--- src/rtl/cnn_pkg.sv ---
// Shared CNN datapath types and helpers: default element width, signed
// element type, ReLU clamp and the window beat-index width.
package cnn_pkg;

    localparam int unsigned DEF_DATA_W = 32;

    typedef logic signed [DEF_DATA_W-1:0] data_t;

    // Clamp negative elements to zero
    function automatic data_t relu(input data_t x);
        return x[DEF_DATA_W-1] ? '0 : x;
    endfunction

    // Width of a beat counter that spans 0..win-1, never narrower than 1
    function automatic int unsigned idx_width(input int unsigned win);
        return (win <= 1) ? 1 : $clog2(win);
    endfunction

endpackage

--- src/rtl/maxpool_lane.sv ---
// One pooling lane: ReLU-clamped running maximum over the current window.
// Optional feature macro: MAXPOOL_ARGMAX_EN (tracks the winning beat index).
module maxpool_lane
    import cnn_pkg::*;
#(
    parameter int unsigned DATA_W = DEF_DATA_W,
    parameter int unsigned CNT_W  = 2
) (
    input  logic              clk,
    input  logic              rst,
    input  logic              start_i,
    input  logic              accept_i,
    input  logic [DATA_W-1:0] x_i,
    input  logic [CNT_W-1:0]  cnt_i,
    output logic [DATA_W-1:0] next_o
`ifdef MAXPOOL_ARGMAX_EN
    ,
    output logic [CNT_W-1:0]  next_idx_o
`endif
);

    logic [DATA_W-1:0] acc_q;
    logic [DATA_W-1:0] acc_d;
    logic [DATA_W-1:0] r;
    logic              win;

    // ReLU; the shared helper is used when the width matches the package type
    if (DATA_W == DEF_DATA_W) begin : g_pkg_relu
        assign r = DATA_W'(relu(data_t'(x_i)));
    end else begin : g_local_relu
        assign r = x_i[DATA_W-1] ? '0 : x_i;
    end

    // Strict compare so ties keep the earlier value
    assign win    = r > acc_q;
    assign next_o = win ? r : acc_q;

    // Accumulator next state: restart wins over a normal update
    always_comb begin
        acc_d = acc_q;
        if (start_i) begin
            acc_d = '0;
        end else if (accept_i) begin
            acc_d = next_o;
        end
    end

    // Accumulator register
    always_ff @(posedge clk) begin
        if (rst) begin
            acc_q <= '0;
        end else begin
            acc_q <= acc_d;
        end
    end

`ifdef MAXPOOL_ARGMAX_EN
    logic [CNT_W-1:0] idx_q;
    logic [CNT_W-1:0] idx_d;

    assign next_idx_o = win ? cnt_i : idx_q;

    // Index of the earliest maximum seen so far
    always_comb begin
        idx_d = idx_q;
        if (start_i) begin
            idx_d = '0;
        end else if (accept_i) begin
            idx_d = next_idx_o;
        end
    end

    // Index register
    always_ff @(posedge clk) begin
        if (rst) begin
            idx_q <= '0;
        end else begin
            idx_q <= idx_d;
        end
    end
`else
    logic unused_cnt;
    assign unused_cnt = ^cnt_i;
`endif

endmodule

--- src/rtl/maxpool_window.sv ---
// Streaming max-pool over WIN beats on LANES parallel channels with a
// ready/valid handshake and a single registered output stage.
// Optional feature macro: MAXPOOL_ARGMAX_EN (adds out_idx).
module maxpool_window
    import cnn_pkg::*;
#(
    parameter int unsigned DATA_W = DEF_DATA_W,
    parameter int unsigned WIN    = 4,
    parameter int unsigned LANES  = 2
) (
    input  logic                      clk,
    input  logic                      rst,
    input  logic                      clr,
    input  logic                      in_valid,
    output logic                      in_ready,
    input  logic [LANES*DATA_W-1:0]   in_data,
    output logic                      out_valid,
    input  logic                      out_ready,
    output logic [LANES*DATA_W-1:0]   out_data
`ifdef MAXPOOL_ARGMAX_EN
    ,
    output logic [LANES*idx_width(WIN)-1:0] out_idx
`endif
);

    localparam int unsigned      CNT_W = idx_width(WIN);
    localparam logic [CNT_W-1:0] LAST  = CNT_W'(WIN - 1);

    logic [CNT_W-1:0]        cnt_q;
    logic [CNT_W-1:0]        cnt_d;
    logic                    out_valid_q;
    logic                    out_valid_d;
    logic [LANES*DATA_W-1:0] out_data_q;
    logic [LANES*DATA_W-1:0] out_data_d;
    logic [LANES*DATA_W-1:0] next_data;
    logic                    beat_acc;
    logic                    final_beat;
    logic                    lane_start;

    // No skid buffer: a new beat only enters when the output slot frees up
    assign in_ready   = !out_valid_q || out_ready;
    assign beat_acc   = in_valid && in_ready && !clr;
    assign final_beat = beat_acc && (cnt_q == LAST);
    assign lane_start = clr || final_beat;

    assign out_valid = out_valid_q;
    assign out_data  = out_data_q;

`ifdef MAXPOOL_ARGMAX_EN
    logic [LANES*CNT_W-1:0] out_idx_q;
    logic [LANES*CNT_W-1:0] out_idx_d;
    logic [LANES*CNT_W-1:0] next_idx;

    assign out_idx = out_idx_q;
`endif

    // Per-lane accumulators
    for (genvar l = 0; l < LANES; l++) begin : g_lane
        maxpool_lane #(
            .DATA_W (DATA_W),
            .CNT_W  (CNT_W)
        ) u_lane (
            .clk        (clk),
            .rst        (rst),
            .start_i    (lane_start),
            .accept_i   (beat_acc),
            .x_i        (in_data[l*DATA_W +: DATA_W]),
            .cnt_i      (cnt_q),
            .next_o     (next_data[l*DATA_W +: DATA_W])
`ifdef MAXPOOL_ARGMAX_EN
            ,
            .next_idx_o (next_idx[l*CNT_W +: CNT_W])
`endif
        );
    end

    // Beat counter and output stage next state; a final beat overrides a drain
    always_comb begin
        cnt_d       = cnt_q;
        out_valid_d = out_valid_q;
        out_data_d  = out_data_q;
`ifdef MAXPOOL_ARGMAX_EN
        out_idx_d   = out_idx_q;
`endif
        if (clr) begin
            cnt_d = '0;
        end else if (beat_acc) begin
            cnt_d = final_beat ? '0 : cnt_q + CNT_W'(1);
        end

        if (final_beat) begin
            out_valid_d = 1'b1;
            out_data_d  = next_data;
`ifdef MAXPOOL_ARGMAX_EN
            out_idx_d   = next_idx;
`endif
        end else if (out_ready) begin
            out_valid_d = 1'b0;
        end
    end

    // Counter and output registers
    always_ff @(posedge clk) begin
        if (rst) begin
            cnt_q       <= '0;
            out_valid_q <= 1'b0;
            out_data_q  <= '0;
`ifdef MAXPOOL_ARGMAX_EN
            out_idx_q   <= '0;
`endif
        end else begin
            cnt_q       <= cnt_d;
            out_valid_q <= out_valid_d;
            out_data_q  <= out_data_d;
`ifdef MAXPOOL_ARGMAX_EN
            out_idx_q   <= out_idx_d;
`endif
        end
    end

endmodule

--- config.mk ---
export PLATFORM = sky130hd
export DESIGN_NAME = maxpool_window
export DESIGN_NICKNAME = d
export VERILOG_FILES = /design/src/rtl/cnn_pkg.sv /design/src/rtl/maxpool_lane.sv /design/src/rtl/maxpool_window.sv
export SDC_FILE = /design/constraint.sdc
export NUM_CORES = 1
export LEC_CHECK = 0
export BUFFER_PORTS_ARGS = -buffer_cell sky130_fd_sc_hd__buf_4
export CAP_MARGIN = 10
export CORE_MARGIN = 8
export CORE_UTILIZATION = 40
export DETAILED_ROUTE_END_ITERATION = 8
export GPL_TIMING_DRIVEN = 0
export PLACE_DENSITY = 0.64
export SLEW_MARGIN = 10
export SYNTH_ARGS = -nofsm -noshare
export SYNTH_HDL_FRONTEND = slang
export SYNTH_SLANG_ARGS = --single-unit
export TNS_END_PERCENT = 1
--- constraint.sdc ---
create_clock -name clk -period 3.15 [get_ports clk]
set_clock_uncertainty 0.2 [all_clocks]
set_input_delay 0.63 -clock clk [delete_from_list [all_inputs] [get_ports clk]]
set_output_delay 0.63 -clock clk [all_outputs]
set_load 0.05 [all_outputs]
# --- Word-level counts from Yosys, hierarchy flattened ---
# Index checks and enable logic that the tools add are counted.
op_classes:
  n_addsub: 1
  n_lt_le_gt_ge: 2
  n_eq_ne: 1
  n_mux: 7
  n_reduce_logical: 10
op_table:
  columns: ["cell", "n"]
  rows:
  - ["$gt 32x32->1", 2]
  - ["$mux 32", 2]
  - ["$mux 31", 2]
  - ["$reduce_or 2->1", 2]
  - ["$logic_and 1x1->1", 3]
  - ["$add 2x1->2 const B", 1]
  - ["$eq 2x2->1 const B", 1]
  - ["$logic_not 1->1", 2]
  - ["$logic_or 1x1->1", 2]
  - ["$mux 1", 2]
  - ["$mux 2", 1]
  - ["$reduce_bool 2->1", 1]
totals:
  register_bits: 131
  output_inout_bits: 66
  wordCells: 26

# --- Depth between registers and ports, before layout ---
# Gate-level depths: netlist of the first run.
depth:
  word_depth: 7
  mapped_depth: 10

# --- By module ---
# Synthesis of the first run repeated with hierarchy kept, for this count alone.
hier_totals:
  cells_unflattened: 986
  area_unflattened_um2: 8553.2
modules_own_cells:
  columns: ["mod", "n_inst", "cells_per_inst", "area_each_um2", "seq_area_each_um2"]
  rows:
  - ["maxpool_lane at g_lane[1].u_lane", 1, 329, 2892.8, 640.6]
  - ["maxpool_window", 1, 326, 2874.0, 1341.3]
  - ["maxpool_lane at g_lane[0].u_lane", 1, 331, 2786.4, 640.6]

# --- Worst setup path after synthesis of the first run ---
# No wires, ideal clock.
synth_path:
  path_type: "in2reg"
  from: "in in_data[63]"
  to: "reg out_data_q[36], in the netlist out_data[36]"
  setup_ns: 0.144
  t_arrival_ns: 2.643
  setup_slack_ns: 0.163
  path_stages: 10
  path_buffers: 2
  cell_sequence: "clkbuf_1 nor2b_1 ha_1 nand4_1 nor4_2 and2b_4 o31ai_4 clkbuf_1 and4_1 nor4_2"
synth_via:
  elab_chain_cells: 3
synth_rtl:
  columns: ["item", "line_no", "text"]
  rows:
  - ["start: declaration", "maxpool_window.sv:16", "input logic [LANES*DATA_W-1:0] in_data,"]
  - ["$mux 31 *", "cnn_pkg.sv:11", "return x[DEF_DATA_W-1] ? '0 : x;"]
  - ["$gt 32x32->1", "maxpool_lane.sv:35", "assign win = r > acc_q;"]
  - ["$mux 32 *", "maxpool_lane.sv:36", "assign next_o = win ? r : acc_q;"]
  - ["end signal: assignment", "maxpool_window.sv:114", "out_data_q <= out_data_d;"]
  - ["end: declaration", "maxpool_window.sv:33", "logic [LANES*DATA_W-1:0] out_data_q;"]
# Mark *: on every way between the ends. The rest lies on a longest branch, timed or not.
# A chain may end at the register's enable or synchronous reset.

# --- Worst setup path in the final report of the first run ---
layout_path:
  from: "in in_data[63]"
  to: "reg g_lane[1].u_lane.acc_q[3]"
layout_via:
  elab_chain_cells: 3
layout_rtl:
  columns: ["item", "line_no", "text"]
  rows:
  - ["$mux 31 *", "cnn_pkg.sv:11", null]
  - ["$gt 32x32->1", "maxpool_lane.sv:35", null]
  - ["$mux 32 *", "maxpool_lane.sv:36", null]
  - ["end signal: assignment", "maxpool_lane.sv:51", "acc_q <= '0;"]
  - ["end signal: assignment", "maxpool_lane.sv:53", "acc_q <= acc_d;"]
  - ["end: declaration", "maxpool_lane.sv:22", "logic [DATA_W-1:0] acc_q;"]
# Marked as above.

==> run_results.csv, run 1 <==
group,metric,value,unit
synth,synth_edf_count,0,
finish,antennaDiodeCount,0,
drt,dr.pass1.iters,5,
worst_setup_path,cp_slowest_stage_delay,0.35,ns
floorplanning,core-area,0.02076,mm²
place,gp_congestion,0.8469,
power_and_ir_drop,peakVddDrop,0.3460,mV
drt,wirelength,24.05,mm
drt,dr.first_iter.drc_count,329,
worst_setup_path,worstPathRequired,3.30,ns
synth,syn_area_per_cell,8.754,µm²
drt,vias,7329,
flow_run,max-cap-violations,0,
global_route,grt_pass1_wl,39.77,mm
worst_setup_path,reg2regPathDepth,10,
place,io_buffers,133,
finish,nets,1239,
sta,fmax,0.3287,GHz
floorplanning,initial_core_util,0.4015,
drt,wire_per_inst,17.27,µm
worst_setup_path,r2r_slack,0.44,ns
status,status,"complete, no violations",
clock_tree,clockRootBuffer,"clkbuf_16",
sta,drv_slew,0,
clock_tree,clock_sinks,131,
finish,final_cell_mix,"141 x nand2_1, 138 x buf_4, 131 x dfxtp_1, 65 x nor2_1, 63 x ha_1",
clock_tree,clkLatencyLatePin,0.43,ns
sta,rsz0062_at_grt,"yes",
global_route,grt_antenna_before_repair,0,
synth,syn_inst,952,
worst_setup_path,cp-start-kind,"primary input",
synth,yosys-top-cells-area,"dfxtp_1 31%, ha_1 9.5%, mux2i_1 7.4%",
floorplanning,die_h,160.3,µm
synth,async_flop_share,0,
global_route,grt_pass1_vias,7594,
floorplanning,die_area,0.02571,mm²
place,placed_cells,1360,
worst_hold_path,min_path_cells,2,
drt,vias_per_cell,5.261,
worst_setup_path,cp_slowest_cell,"ha_1",
sta,setup-violations-final,0,
sta,final_hold_viol_count,0,
drt,drc,0,
power_and_ir_drop,p_total,0.004116,W
sta,timing.hold.ws,0.2441,ns
floorplanning,die-width,160.3,µm
clock_tree,htree_levels,4,
finish,fin_area,0.01032,mm²
synth,yosysWarnings,0,
worst_setup_path,crit_type,"in2reg",
power_and_ir_drop,p_leak,3.904,nW
synth,ys.flop_type,"dfxtp_1",
clock_tree,cts_tree,"yes",
global_route,gr-usage-all-layers,0.1892,
worst_setup_path,cp-end-kind,"flip-flop",
finish,layout-drive-gt1-share,0.2487,
place,postPlaceCellArea,0.009677,mm²
clock_tree,numCtsBuffers,17,
worst_hold_path,hp-class,"in2reg",
sta,slew_headroom,0.4712,
worst_setup_path,r2r-start,"g_lane[1].u_lane.acc_q[27]",
place,dpl_worst_slack,-0.5930,ns
global_route,grt_overflow,0,
sta,fin_crit,3.042,ns
place,hpwl,18.00,mm
clock_tree,cts_max_path_buffers,2,
finish,layoutNonFillerInstCount,1393,
sta,finalCritPeriodShare,0.9659,
worst_setup_path,path_cells,"buf_4, clkbuf_2, nor2b_1, ha_1, nand4_2, nor4_4, and2b_4, o31ai_4, buf_12, a21oi_2, buf_4, mux2i_1",
sta,max_slew.worst_pin.slew,0.7932,ns
synth,synth_top_area_frac,0.3147,
synth,synth_nets,1084,
worst_hold_path,hp-start,"clr",
synth,synth_area_leader_cell,"dfxtp_1",
synth,syn_area,0.008334,mm²
worst_setup_path,critPathArrivalTime,3.19,ns
sta,fin_ws,0.1075,ns
worst_setup_path,path_max_fanout,10,
synth,yosysUniqueCellTypes,55,
drt,postRouteAntennaNets,0,
clock_tree,clk_pin_slew,0.05,ns
global_route,grt_max_degree,17,
worst_hold_path,min_to,"cnt_q[1]",
synth,synth-seq-cells,131,
finish,layout_commonest_cell,"nand2_1",
synth,seq_area_frac_synth,0.3147,
worst_setup_path,critPathMostFrequentCell,"buf_4",
floorplanning,io_pins,135,
worst_setup_path,r2r-end,"g_lane[1].u_lane.acc_q[3]",
power_and_ir_drop,power-per-cell-area,398.7,mW/mm²
floorplanning,fp-row-count,53,
finish,area_growth,23.87,%
[where the power goes]
group / switching, W / internal [W] / leakage, nW / total, W
Clock: 0.000720 / 0.00112 / 0.268 / 0.00184
Combinational: 0.000369 / 0.000235 / 2.58 / 0.000604
Sequential: 0.00000526 / 0.00167 / 1.06 / 0.00167
Total: 0.00109 / 0.00302 / 3.90 / 0.00412
[area by class of cell]
| class | count | area [µm²] |
|---|---|---|
| Inverter | 62 | 232.7 |
| Clock buffer | 26 | 519.2 |
| Buffer | 77 | 447.9 |
| Fill cell | 2031 | 10430 |
| Tap cell | 275 | 344.1 |
| Timing Repair Buffer | 136 | 1046 |
| Multi-Input combinational cell | 682 | 5089 |
| Clock inverter | 4 | 22.52 |
| Sequential cell | 131 | 2623 |
[flip-flops by register name (all words and copies together) (netlist names)]
signal	flops
cnt_q	2
out_valid	1
out_data	64
g_lane.u_lane.acc_q	64
[synth_stat cells (2+ instances only)]
master     instances
o2bb2ai_1          2
nor3_1             3
a211oi_1          61
mux2i_1           62
nand4b_4           2
nor3b_1            3
dfxtp_1          131
nand4_1           12
nand4_2            2
o31ai_4            2
nand2_1          141
nor2b_1           61
nor4_2            37
buf_6             14
and2_1             2
a21o_1             5
o211ai_2           2
o21ai_0            5
clkbuf_1          45
buf_2             14
nor4_1            24
nand4b_1           2
nand3_1            4
nor2_1            65
a21oi_1           30
inv_1             62
o21a_1             3
buf_4              4
nor4_4             2
ha_1              63
o21bai_1           3
and4_1            59
nand2b_1           3
[worst max path at each step]
stage / slack [ns] / endpoint / from / depth (start not counted)
after floorplan: 0.16 / out_data[36] / in_data[63] / 10
after global placement: -0.59 / out_data[43] / in_data[63] / 11
after detailed placement: -0.59 / out_data[43] / in_data[63] / 11
after CTS: -0.005 / out_data[43] / in_data[63] / 11
after global routing: -0.03 / g_lane[1].u_lane.acc_q[27] / in_data[63] / 12
final: 0.11 / g_lane[1].u_lane.acc_q[3] / in_data[63] / 12
[timing repair]
| action | 4_1_cts | 5_1_grt |
|---|---|---|
| setup buffers | 0 | 3 |
| resized for setup | 7 | 23 |
| hold buffers | 0 | 0 |
| pin swaps | 0 | 2 |
| setup endpoints to repair | 85 | 122 |
[kinds of logic after synthesis]
family / count (synthesis) / share of synthesized area
buffers and inverters: 139 / 0.07912
and+or+nand+nor: 431 / 0.3222
muxes: 62 / 0.07446
xor gates and xnor gates: 1 / 0.001051
adders and majority gates: 63 / 0.09458
AOI/OAI and AO/OA: 125 / 0.1139
DFF: 131 / 0.3147
[worst max-delay path: cells and delay by family]
family                   cells  cell delay, ns
buffers and inverters        4            0.78
adder cells (fa/ha/maj)      1            0.35
multiplexers                 1            0.22
AO/OA/AOI/OAI                2            0.32
AND/OR/NAND/NOR              4            0.86
[per-layer routing]
layer  up-vias  global-route usage  wire [µm]
met2       128              0.3157      11520
met5         -                   0          0
li1       3711                   -          -
met1      3463              0.2399      11140
met3        27             0.03481        910
met4         0             0.06839        485
[per-stage QoR]
| stage | TNS [ns] | utilization |
|---|---|---|
| floorplan | 0 | - |
| global placement | -56.63 | 0.4662 |
| detailed placement | -58.23 | 0.4662 |
| CTS | -0.005175 | 0.4930 |
| global route | -0.3239 | 0.4974 |
| finish | 0 | 0.4974 |
Note: power is estimated with default switching activity, not from simulation.
==> run 2: changes to the inputs <==
--- a/config.mk
+++ b/config.mk
@@ -7,11 +7,13 @@
 export LEC_CHECK = 0
 export BUFFER_PORTS_ARGS = -buffer_cell sky130_fd_sc_hd__buf_4
 export CAP_MARGIN = 10
+export CELL_PAD_IN_SITES_DETAIL_PLACEMENT = 1
+export CELL_PAD_IN_SITES_GLOBAL_PLACEMENT = 2
 export CORE_MARGIN = 8
-export CORE_UTILIZATION = 40
+export CORE_UTILIZATION = 35
 export DETAILED_ROUTE_END_ITERATION = 8
 export GPL_TIMING_DRIVEN = 0
-export PLACE_DENSITY = 0.64
+export PLACE_DENSITY = 0.85
 export SLEW_MARGIN = 10
 export SYNTH_ARGS = -nofsm -noshare
 export SYNTH_HDL_FRONTEND = slang
==> run 2 against run 1 <==
Effect of this change: maximum frequency grew 0.58%; critical path depth is the same; worst setup slack gained 0.018 ns; combinational power grew 5.0%; first-iteration DRC count shrank 22%; final area grew 1.9%; sequential power is essentially flat; global-route usage grew 0.059 points; clock power grew 21%; utilization shrank 4.8 points; register-to-register slack gained 0.03 ns; critical endpoint is now out_data[40].
==> run_results.csv, run 2 (synthesis results as in run 1) <==
group,metric,value,unit
finish,area_growth,26.26,%
worst_setup_path,crit_type,"in2reg",
worst_setup_path,r2r_slack,0.47,ns
drt,dr.pass1.iters,5,
finish,layout-drive-gt1-share,0.2591,
finish,final_cell_mix,"142 x buf_4, 141 x nand2_1, 131 x dfxtp_1, 65 x nor2_1, 63 x ha_1",
sta,max_slew.worst_pin.slew,0.7462,ns
sta,slew_headroom,0.5025,
drt,vias,7572,
finish,antennaDiodeCount,0,
drt,vias_per_cell,5.251,
worst_setup_path,r2r-end,"out_data[40]",
sta,final_hold_viol_count,0,
clock_tree,clockRootBuffer,"clkbuf_16",
flow_run,max-cap-violations,0,
sta,drv_slew,0,
worst_setup_path,endpoint,"out_data[40]",
power_and_ir_drop,peakVddDrop,0.3023,mV
finish,utilization,0.4496,
floorplanning,core-area,0.02340,mm²
sta,finalCritPeriodShare,0.9603,
status,status,"complete, no violations",
power_and_ir_drop,power-per-cell-area,431.2,mW/mm²
global_route,grt_antenna_before_repair,0,
global_route,grt_pass1_wl,44.10,mm
sta,fin_crit,3.025,ns
clock_tree,cts_max_path_buffers,2,
floorplanning,die_h,170.3,µm
place,gp_congestion,0.8619,
power_and_ir_drop,p_leak,3.948,nW
floorplanning,die_area,0.02901,mm²
clock_tree,cts_tree,"yes",
worst_setup_path,cp-start-kind,"primary input",
global_route,grt_pass1_vias,8276,
floorplanning,io_pins,135,
drt,drc,0,
floorplanning,die-width,170.3,µm
finish,nFillCells,2806,
worst_setup_path,critPathArrivalTime,3.16,ns
sta,rsz0062_at_grt,"yes",
clock_tree,htree_levels,4,
drt,wire_per_inst,18.93,µm
clock_tree,clkLatencyLatePin,0.43,ns
global_route,gr-usage-all-layers,0.1898,
sta,fmax,0.3306,GHz
clock_tree,clock_sinks,131,
floorplanning,initial_core_util,0.3561,
drt,postRouteAntennaNets,0,
place,io_buffers,133,
worst_setup_path,reg2regPathDepth,10,
worst_setup_path,path_max_fanout,10,
drt,dr.first_iter.drc_count,255,
clock_tree,numCtsBuffers,17,
worst_setup_path,r2r-start,"g_lane[1].u_lane.acc_q[11]",
worst_hold_path,hp-class,"in2reg",
sta,tns,0,ns
worst_setup_path,cp-end-kind,"flip-flop",
global_route,grt_overflow,0,
sta,setup-violations-final,0,
floorplanning,fp-row-count,56,
worst_setup_path,startpoint,"in_data[63]",
global_route,grt_max_degree,17,
worst_setup_path,worstPathRequired,3.28,ns
finish,nets,1242,
clock_tree,clk_pin_slew,0.06,ns
finish,layout_commonest_cell,"buf_4",
place,hpwl,20.42,mm
drt,wirelength,27.30,mm
run 2: cell count changes in the layout (fill, tap and decap cells not counted), moves of 2 or more:
cell	change
bufinv_16	+5
clkbuf_8	-5
buf_4	+4
nor2b_1	-4
nor2b_2	+4
clkbuf_1	-3
clkinvlp_4	+3
buf_12	-2
clkinv_4	+2
run 2: layer usage:
metal | vias up | track usage | part of all wire
met2 | 133 | 0.3201 | 0.48
met5 | - | 0 | 0
met1 | 3697 | 0.2402 | 0.47
met3 | 33 | 0.03499 | 0.036
li1 | 3709 | - | -
met4 | 0 | 0.06255 | 0.016
run 2: repair_timing:
action,4_1_cts,5_1_grt
setup buffers,4,1
endpoints found under the setup margin,105,96
pin swaps,1,3
cloned,0,1
hold buffers,0,0
resized for setup,9,28
run 2: how the worst min path moves through the flow:
stage,slack [ns],cells past startpoint,endpoint,start
after floorplan,0.23,2,g_lane[0].u_lane.acc_q[10],g_lane[0].u_lane.acc_q[10]
after global placement,0.24,2,g_lane[1].u_lane.acc_q[14],g_lane[1].u_lane.acc_q[14]
after detailed placement,0.25,2,g_lane[1].u_lane.acc_q[2],g_lane[1].u_lane.acc_q[2]
after CTS,0.23,2,cnt_q[1],clr
after global routing,0.25,2,cnt_q[1],clr
final,0.25,2,cnt_q[1],clr
run 2: layout make-up:
class | count | area, µm² | share of cell area
sequential | 131 | 2623 | 0.2492
buffer | 77 | 451.7 | 0.04293
clock buffer | 19 | 442.9 | 0.04209
multi-input combinational | 683 | 5130 | 0.4875
tap | 319 | 399.1 | 0.03793
inverter | 62 | 232.7 | 0.02212
timing repair buffer | 138 | 1036 | 0.09845
clock inverter | 13 | 207.7 | 0.01974
run 2: metrics by stage:
| step | worst slack, ns | power, W | cells | hold WS [ns] | area (µm²) |
|---|---|---|---|---|---|
| after floorplan | 0.1626 | 0.002100 | 952 | 0.2347 | 8334 |
| after global placement | -0.6351 | 0.002305 | 1404 | 0.2423 | 9732 |
| after detailed placement | -0.7227 | 0.002316 | 1404 | 0.2484 | 9732 |
| after CTS | 0.007140 | 0.004548 | 1440 | 0.2348 | 10420 |
| after global routing | -0.04233 | 0.004692 | 1442 | 0.2503 | 10520 |
| final | 0.1251 | 0.004537 | 1442 | 0.2510 | 10520 |
run 2: critical path: stages:
cell,delay (ns)
buf_4,0.10
clkbuf_2,0.27
nor2b_1,0.14
ha_1,0.32
nand4_1,0.29
nor4_2,0.36
and2b_4,0.24
o31ai_4,0.10
buf_4,0.19
buf_6,0.14
a211oi_1,0.09
nor4_2,0.27
run 2: power by group:
group | internal (W) | switching [W]
clock network | 0.00143 | 0.000806
registers | 0.00167 | 0.00000558
logic | 0.000241 | 0.000393
